$ cat config.mk
export PLATFORM = sky130hd
export DESIGN_NAME = umi_merge_arbiter
export DESIGN_NICKNAME = d
export VERILOG_FILES = /design/src/rtl/umi_merge_arbiter.sv
export SDC_FILE = /design/constraint.sdc
export NUM_CORES = 1
export LEC_CHECK = 0
export CORE_AREA = 2 2 437 439
export CTS_CLUSTER_SIZE = 10
export DETAILED_ROUTE_END_ITERATION = 12
export DIE_AREA = 0 0 439 441
export PLACE_DENSITY = 0.32
export SLEW_MARGIN = 10
export SYNTH_ARGS = -nofsm -noshare
export SYNTH_HDL_FRONTEND = slang
export SYNTH_SLANG_ARGS = --single-unit
$ cat constraint.sdc
create_clock -name clk -period 5.7 [get_ports clk]
set_input_delay 1.14 -clock clk [delete_from_list [all_inputs] [get_ports clk]]
set_output_delay 1.14 -clock clk [all_outputs]
set_load 0.1 [all_outputs]
$ cat src/rtl/umi_merge_arbiter.sv
// umi_merge_arbiter: round-robin N:1 UMI arbiter that keeps a grant for whole messages in front of a merge engine
// Ports: clk, nreset (async, active-low); umi_in_{valid,cmd,dstaddr,srcaddr,data} per requester (packed i*W +: W),
// umi_in_ready per requester; umi_out_{valid,cmd,dstaddr,srcaddr,data} to the merge engine, umi_out_ready from it;
// umi_out_src is the index of the requester currently forwarded.
// Optional macro UMI_MERGE_ARB_HOLD_EN: keep the grant for up to MAXMSG back-to-back messages (HOLD state).
module umi_merge_arbiter #(
    parameter int N      = 4,
    parameter int CW     = 32,
    parameter int AW     = 64,
    parameter int DW     = 64,
    parameter int MAXMSG = 8
) (
    input  logic                 clk,
    input  logic                 nreset,
    input  logic [N-1:0]         umi_in_valid,
    input  logic [N*CW-1:0]      umi_in_cmd,
    input  logic [N*AW-1:0]      umi_in_dstaddr,
    input  logic [N*AW-1:0]      umi_in_srcaddr,
    input  logic [N*DW-1:0]      umi_in_data,
    output logic [N-1:0]         umi_in_ready,
    output logic                 umi_out_valid,
    output logic [CW-1:0]        umi_out_cmd,
    output logic [AW-1:0]        umi_out_dstaddr,
    output logic [AW-1:0]        umi_out_srcaddr,
    output logic [DW-1:0]        umi_out_data,
    input  logic                 umi_out_ready,
    output logic [$clog2(N)-1:0] umi_out_src
);
    localparam int SW = $clog2(N);
    typedef enum logic [1:0] {IDLE, LOCK, HOLD} state_t;
    state_t        state;
    logic [SW-1:0] owner, ptr, arb, gnt, idx;
    logic          commit, eom;
    // Scan from farthest to nearest after ptr so the nearest valid requester wins.
    always_comb begin
        arb = '0;
        idx = '0;
        for (int k = N; k >= 1; k--) begin
            idx = SW'((int'(ptr) + k) % N);
            if (umi_in_valid[idx]) arb = idx;
        end
    end
    assign gnt             = (state == LOCK || (state == HOLD && umi_in_valid[owner])) ? owner : arb;
    assign umi_out_valid   = umi_in_valid[gnt];
    assign umi_out_cmd     = umi_in_cmd[gnt*CW +: CW];
    assign umi_out_dstaddr = umi_in_dstaddr[gnt*AW +: AW];
    assign umi_out_srcaddr = umi_in_srcaddr[gnt*AW +: AW];
    assign umi_out_data    = umi_in_data[gnt*DW +: DW];
    assign umi_in_ready    = umi_out_ready ? N'(1) << gnt : '0;
    assign umi_out_src     = gnt;
    assign commit          = umi_out_valid & umi_out_ready;
    // Standard UMI command unpack places cmd_eom at bit 22.
    assign eom             = umi_out_cmd[22];
`ifdef UMI_MERGE_ARB_HOLD_EN
    localparam int MW = $clog2(MAXMSG + 1);
    logic [MW-1:0] msg_cnt, cnt_base, cnt_nxt;
    logic          more;
    // A new owner starts its message count from zero.
    assign cnt_base = (gnt != owner) ? '0 : msg_cnt;
    assign cnt_nxt  = cnt_base + MW'(1);
    assign more     = cnt_nxt < MW'(MAXMSG);
`endif
    // Any offered packet becomes the owner's; a stall or an unfinished message locks the grant.
    always_ff @(posedge clk or negedge nreset) begin
        if (!nreset) begin
            state   <= IDLE;
            owner   <= '0;
            ptr     <= SW'(N - 1);
`ifdef UMI_MERGE_ARB_HOLD_EN
            msg_cnt <= '0;
`endif
        end else begin
            if (umi_out_valid) begin
                owner   <= gnt;
                ptr     <= gnt;
`ifdef UMI_MERGE_ARB_HOLD_EN
                msg_cnt <= cnt_base;
`endif
            end
            if (commit && eom) begin
`ifdef UMI_MERGE_ARB_HOLD_EN
                state   <= more ? HOLD : IDLE;
                msg_cnt <= more ? cnt_nxt : '0;
`else
                state   <= IDLE;
`endif
            end else if (umi_out_valid) begin
                state <= LOCK;
`ifdef UMI_MERGE_ARB_HOLD_EN
            end else if (state == HOLD && !(|umi_in_valid)) begin
                state   <= IDLE;
                msg_cnt <= '0;
`endif
            end
        end
    end
endmodule

==> results_tabular.tex <==
\begin{tabular}{lr}
\hline
Metric & Value \\
\hline
\multicolumn{2}{l}{\textbf{Global route}} \\
\quad Most heavily used metal layer in global routing & met2 \\
\quad Global Route met1 Usage & between 10\% and 20\% \\
\quad Wire length of the first global-routing pass & 168000 um \\
\quad Met2 Use GR & between 20\% and 30\% \\
\quad Initial antenna violation count & 50 \\
\quad Number of global-route vias before repair & approximately 15000 \\
\quad Met3 GRT Util & under 10\% \\
\quad Pin count of the biggest net entering global routing & 123 \\
\quad Total grt overflow & 0 \\
\quad Overall fraction of global-route tracks in use & roughly an eighth \\
\multicolumn{2}{l}{\textbf{Logic synthesis}} \\
\quad Cell Area, Synth & between 7000 and 8000 um\^{}2 \\
\quad Fraction of the mapped netlist area in adder cells & 0\% \\
\quad Synthesized-area fraction occupied by xor and xnor cells & 0\% \\
\quad YS warnings & 0 \\
\quad Largest family of logic cells by synthesized area & simple AND/OR/NAND/NOR gates \\
\quad Syn\_nets & 2444 \\
\quad Simple-gate area share of the yosys netlist & between 60\% and 70\% \\
\quad Yosys reg bits & 5 \\
\quad Number of different library cells in the post-synthesis netlist & 31 \\
\quad Synthesized area per cell & 4.79 um\^{}2 \\
\quad Gate count of the mapped netlist & 1541 \\
\quad Post-synthesis sequential area ratio & approximately 1.7\% \\
\quad Multiplexer area fraction after synthesis & roughly 1.3\% \\
\quad Compound-gate portion of the synthesized area & 20.7\% \\
\multicolumn{2}{l}{\textbf{Route}} \\
\quad Via count & between 15000 and 20000 \\
\quad Per-cell via count in the routed design & 3.04 \\
\quad Residual DRC count & 0 \\
\quad Initial DRC count & roughly 900 \\
\quad Total Wirelength & 137000 um \\
\quad DRT Pass-1 Iters & 4 \\
\quad Post-route ant nets & 0 \\
\quad Average detailed-routed wire length per instance & between 20 and 30 um \\
\multicolumn{2}{l}{\textbf{Placed design}} \\
\quad Number of port buffers & $\sim$1100 \\
\quad Weighted congestion at the end of routability-driven global placement & about 0.94 \\
\quad Detailed placer's ending HPWL & roughly 120000 um \\
\multicolumn{2}{l}{\textbf{Setup path}} \\
\quad Critical path endpoint category & output pin \\
\quad Maximum fanout along the worst path & 31 \\
\quad Data required time of the worst path & roughly 4.6 ns \\
\quad Worst setup SP type & input port \\
\quad Critical Path AT & approximately 4.4 ns \\
\quad Critical Setup Path Class & input port to output pin \\
\multicolumn{2}{l}{\textbf{Finish}} \\
\quad Layout cells sized above 1 & 13.8\% \\
\quad Area taken by flip-flops and latches & 128 um\^{}2 \\
\quad Filler cell count & $\sim$22000 \\
\quad Relative area change from synthesis to final layout & 234\% \\
\quad Most used cells in the layout excluding fill and tap cells & 902 x sky130\_fd\_sc\_hd\_\_clkdlybuf4s50\_1, 898 x sky130\_fd\_sc\_hd\_\_nand2\_1, 250 x sky130\_fd\_sc\_hd\_\_buf\_12 \\
\quad Commonest non-fill, non-tap cell in the layout & sky130\_fd\_sc\_hd\_\_clkdlybuf4s50\_1 \\
\quad Area taken by multi-input logic gates & between 6000 and 7000 um\^{}2 \\
\quad Final-stage net count & roughly 3500 \\
\multicolumn{2}{l}{\textbf{Clock tree}} \\
\quad Clock buffer depth & 2 \\
\quad Library cell used as clock root buffer & sky130\_fd\_sc\_hd\_\_clkbuf\_16 \\
\quad Num Clock Sinks & 5 \\
\quad H-tree level count & 1 \\
\quad Worst-skew pair later-pin latency & roughly 0.23 ns \\
\quad Number of buffers inserted to repair setup after CTS & 0 \\
\quad TritonCTS clock tree & yes \\
\quad Total clock buffers created by CTS & 3 \\
\quad Reg clk slew, reported paths & 0.03 ns \\
\multicolumn{2}{l}{\textbf{Floorplanning}} \\
\quad Horizontal extent of the die & roughly 440 um \\
\quad Die Y-Extent & between 400 and 500 um \\
\quad Initial core utilization & 3.90\% \\
\quad Top-level I/O count & between 1000 and 1500 \\
\quad Area of the core region & 189000 um\^{}2 \\
\quad Row count & 160 \\
\quad Area enclosed by the die boundary & 194000 um\^{}2 \\
\multicolumn{2}{l}{\textbf{Timing}} \\
\quad Share of the clock period used by the worst path after layout & a little over nine tenths \\
\quad Transition time of the tightest slew-check pin & 0.898 ns \\
\quad Setup TNS & 0 ns \\
\quad Number of failing hold endpoints at the final stage & 0 \\
\quad Relative slew margins & between 40\% and 50\% \\
\quad Setup repair after global routing missed its margin & no \\
\quad Achievable frequency & 182 MHz \\
\quad Number of endpoints failing setup at the final stage & 0 \\
\quad Slew Viols, Final & 0 \\
\quad Worst clock skew on the final layout & between 0.0015 and 0.002 ns \\
\quad Tmin final & approximately 5.5 ns \\
\multicolumn{2}{l}{\textbf{Worst hold path}} \\
\quad Worst min-delay path category & flop to flop \\
\multicolumn{2}{l}{\textbf{Run}} \\
\quad Max capacitance violation total & 0 \\
\multicolumn{2}{l}{\textbf{Status}} \\
\quad Run status & finished clean \\
\hline
\end{tabular}
==> final timing paths <==
path	from	to	slack [ns]	cells past startpoint
max in group asynchronous	nreset	ptr[0]$_DFFE_PN1P_	4.28	1
max	umi_in_valid[3]	umi_out_cmd[23]	0.21	13
max reg2reg	ptr[0]$_DFFE_PN1P_	state[0]$_DFFE_PN0P_	2.65	9
min reg2reg	owner[0]$_DFFE_PN0P_	owner[0]$_DFFE_PN0P_	0.53	1
min	owner[0]$_DFFE_PN0P_	owner[0]$_DFFE_PN0P_	0.53	1
min in group asynchronous	nreset	state[0]$_DFFE_PN0P_	1.15	1
==> metrics by stage <==
| stage | utilization [%] | cells | setup WS (ns) | hold slack, ns | cell area, um^2 |
|---|---|---|---|---|---|
| after floorplan | - | 1541 | 0.101 | 0.482 | 7370 |
| after global placement | 13.0 | 5147 | -0.206 | 0.512 | 24500 |
| after detailed placement | 13.0 | 5147 | -0.183 | 0.509 | 24500 |
| after CTS | 13.0 | 5151 | 0.0544 | 0.522 | 24600 |
| after global routing | 13.0 | 5153 | 0.0247 | 0.536 | 24600 |
| final | 13.0 | 5156 | 0.215 | 0.526 | 24600 |
==> final cells by class <==
cell class | instances | area share (%)
diodes | 5 | 0.0508
repair buffers | 1246 | 59.8
multi-input cells | 1378 | 26.4
flip-flops and latches | 5 | 0.518
inverters | 7 | 0.168
well taps | 2511 | 12.7
clock buffers | 4 | 0.320
==> state kept, by name, summed over array words and instances (netlist names) <==
register	flops
state	1
ptr	2
owner	2
==> timing repair <==
item,4_1_cts,5_1_grt
setup endpoints to repair,2,5
endpoints found under the hold margin,0,0
resized for setup,2,5
hold buffers,0,0
==> Yosys cell counts (all sizes together) <==
master,n,area share [%]
nand2,898,46
a31oi,224,19
and3,224,19
buf,102,8.1
clkbuf,49,2.5
inv,7,0.36
nor2,6,0.31
mux2i,5,0.90
a21oi,3,0.20
dfrtp,3,1.0
o21ai,3,0.20
dfstp,2,0.71
mux2,2,0.41
nand3,2,0.14
o22ai,2,0.17
a211o,1,0.12
a221oi,1,0.12
a22oi,1,0.10
nand2b,1,0.085
o211ai,1,0.10
o2bb2ai,1,0.12
o32ai,1,0.22
o41ai,1,0.22
or3,1,0.085
==> cells by family after synthesis <==
logic type	Yosys count
DFF	5
muxes	7
and+or+nand+nor	1132
AOI/OAI and AO/OA	239
buffers and inverters	158
==> critical path, cell delays in order <==
cell                              delay, ns
sky130_fd_sc_hd__clkdlybuf4s50_1       0.61
sky130_fd_sc_hd__inv_1                 0.11
sky130_fd_sc_hd__and3_1                0.21
sky130_fd_sc_hd__o41ai_2               0.32
sky130_fd_sc_hd__a31oi_4               0.15
sky130_fd_sc_hd__inv_8                 0.19
sky130_fd_sc_hd__buf_12                0.20
sky130_fd_sc_hd__buf_12                0.22
sky130_fd_sc_hd__nand2_1               0.07
sky130_fd_sc_hd__and3_1                0.19
sky130_fd_sc_hd__a31oi_1               0.45
sky130_fd_sc_hd__buf_4                 0.23
sky130_fd_sc_hd__buf_12                0.17
==> metal layers <==
layer | part of all wire, % | up-vias | wire length, um
met4 | 1.2 | 14 | 1580
li1 | - | 7389 | -
met5 | 0.063 | - | 86
met3 | 7.3 | 113 | 9950
met2 | 52 | 717 | 70500
met1 | 40 | 7448 | 54400
Power is not shown: default switching activity piles up to over one toggle a cycle in this logic, so the estimate is an artifact.
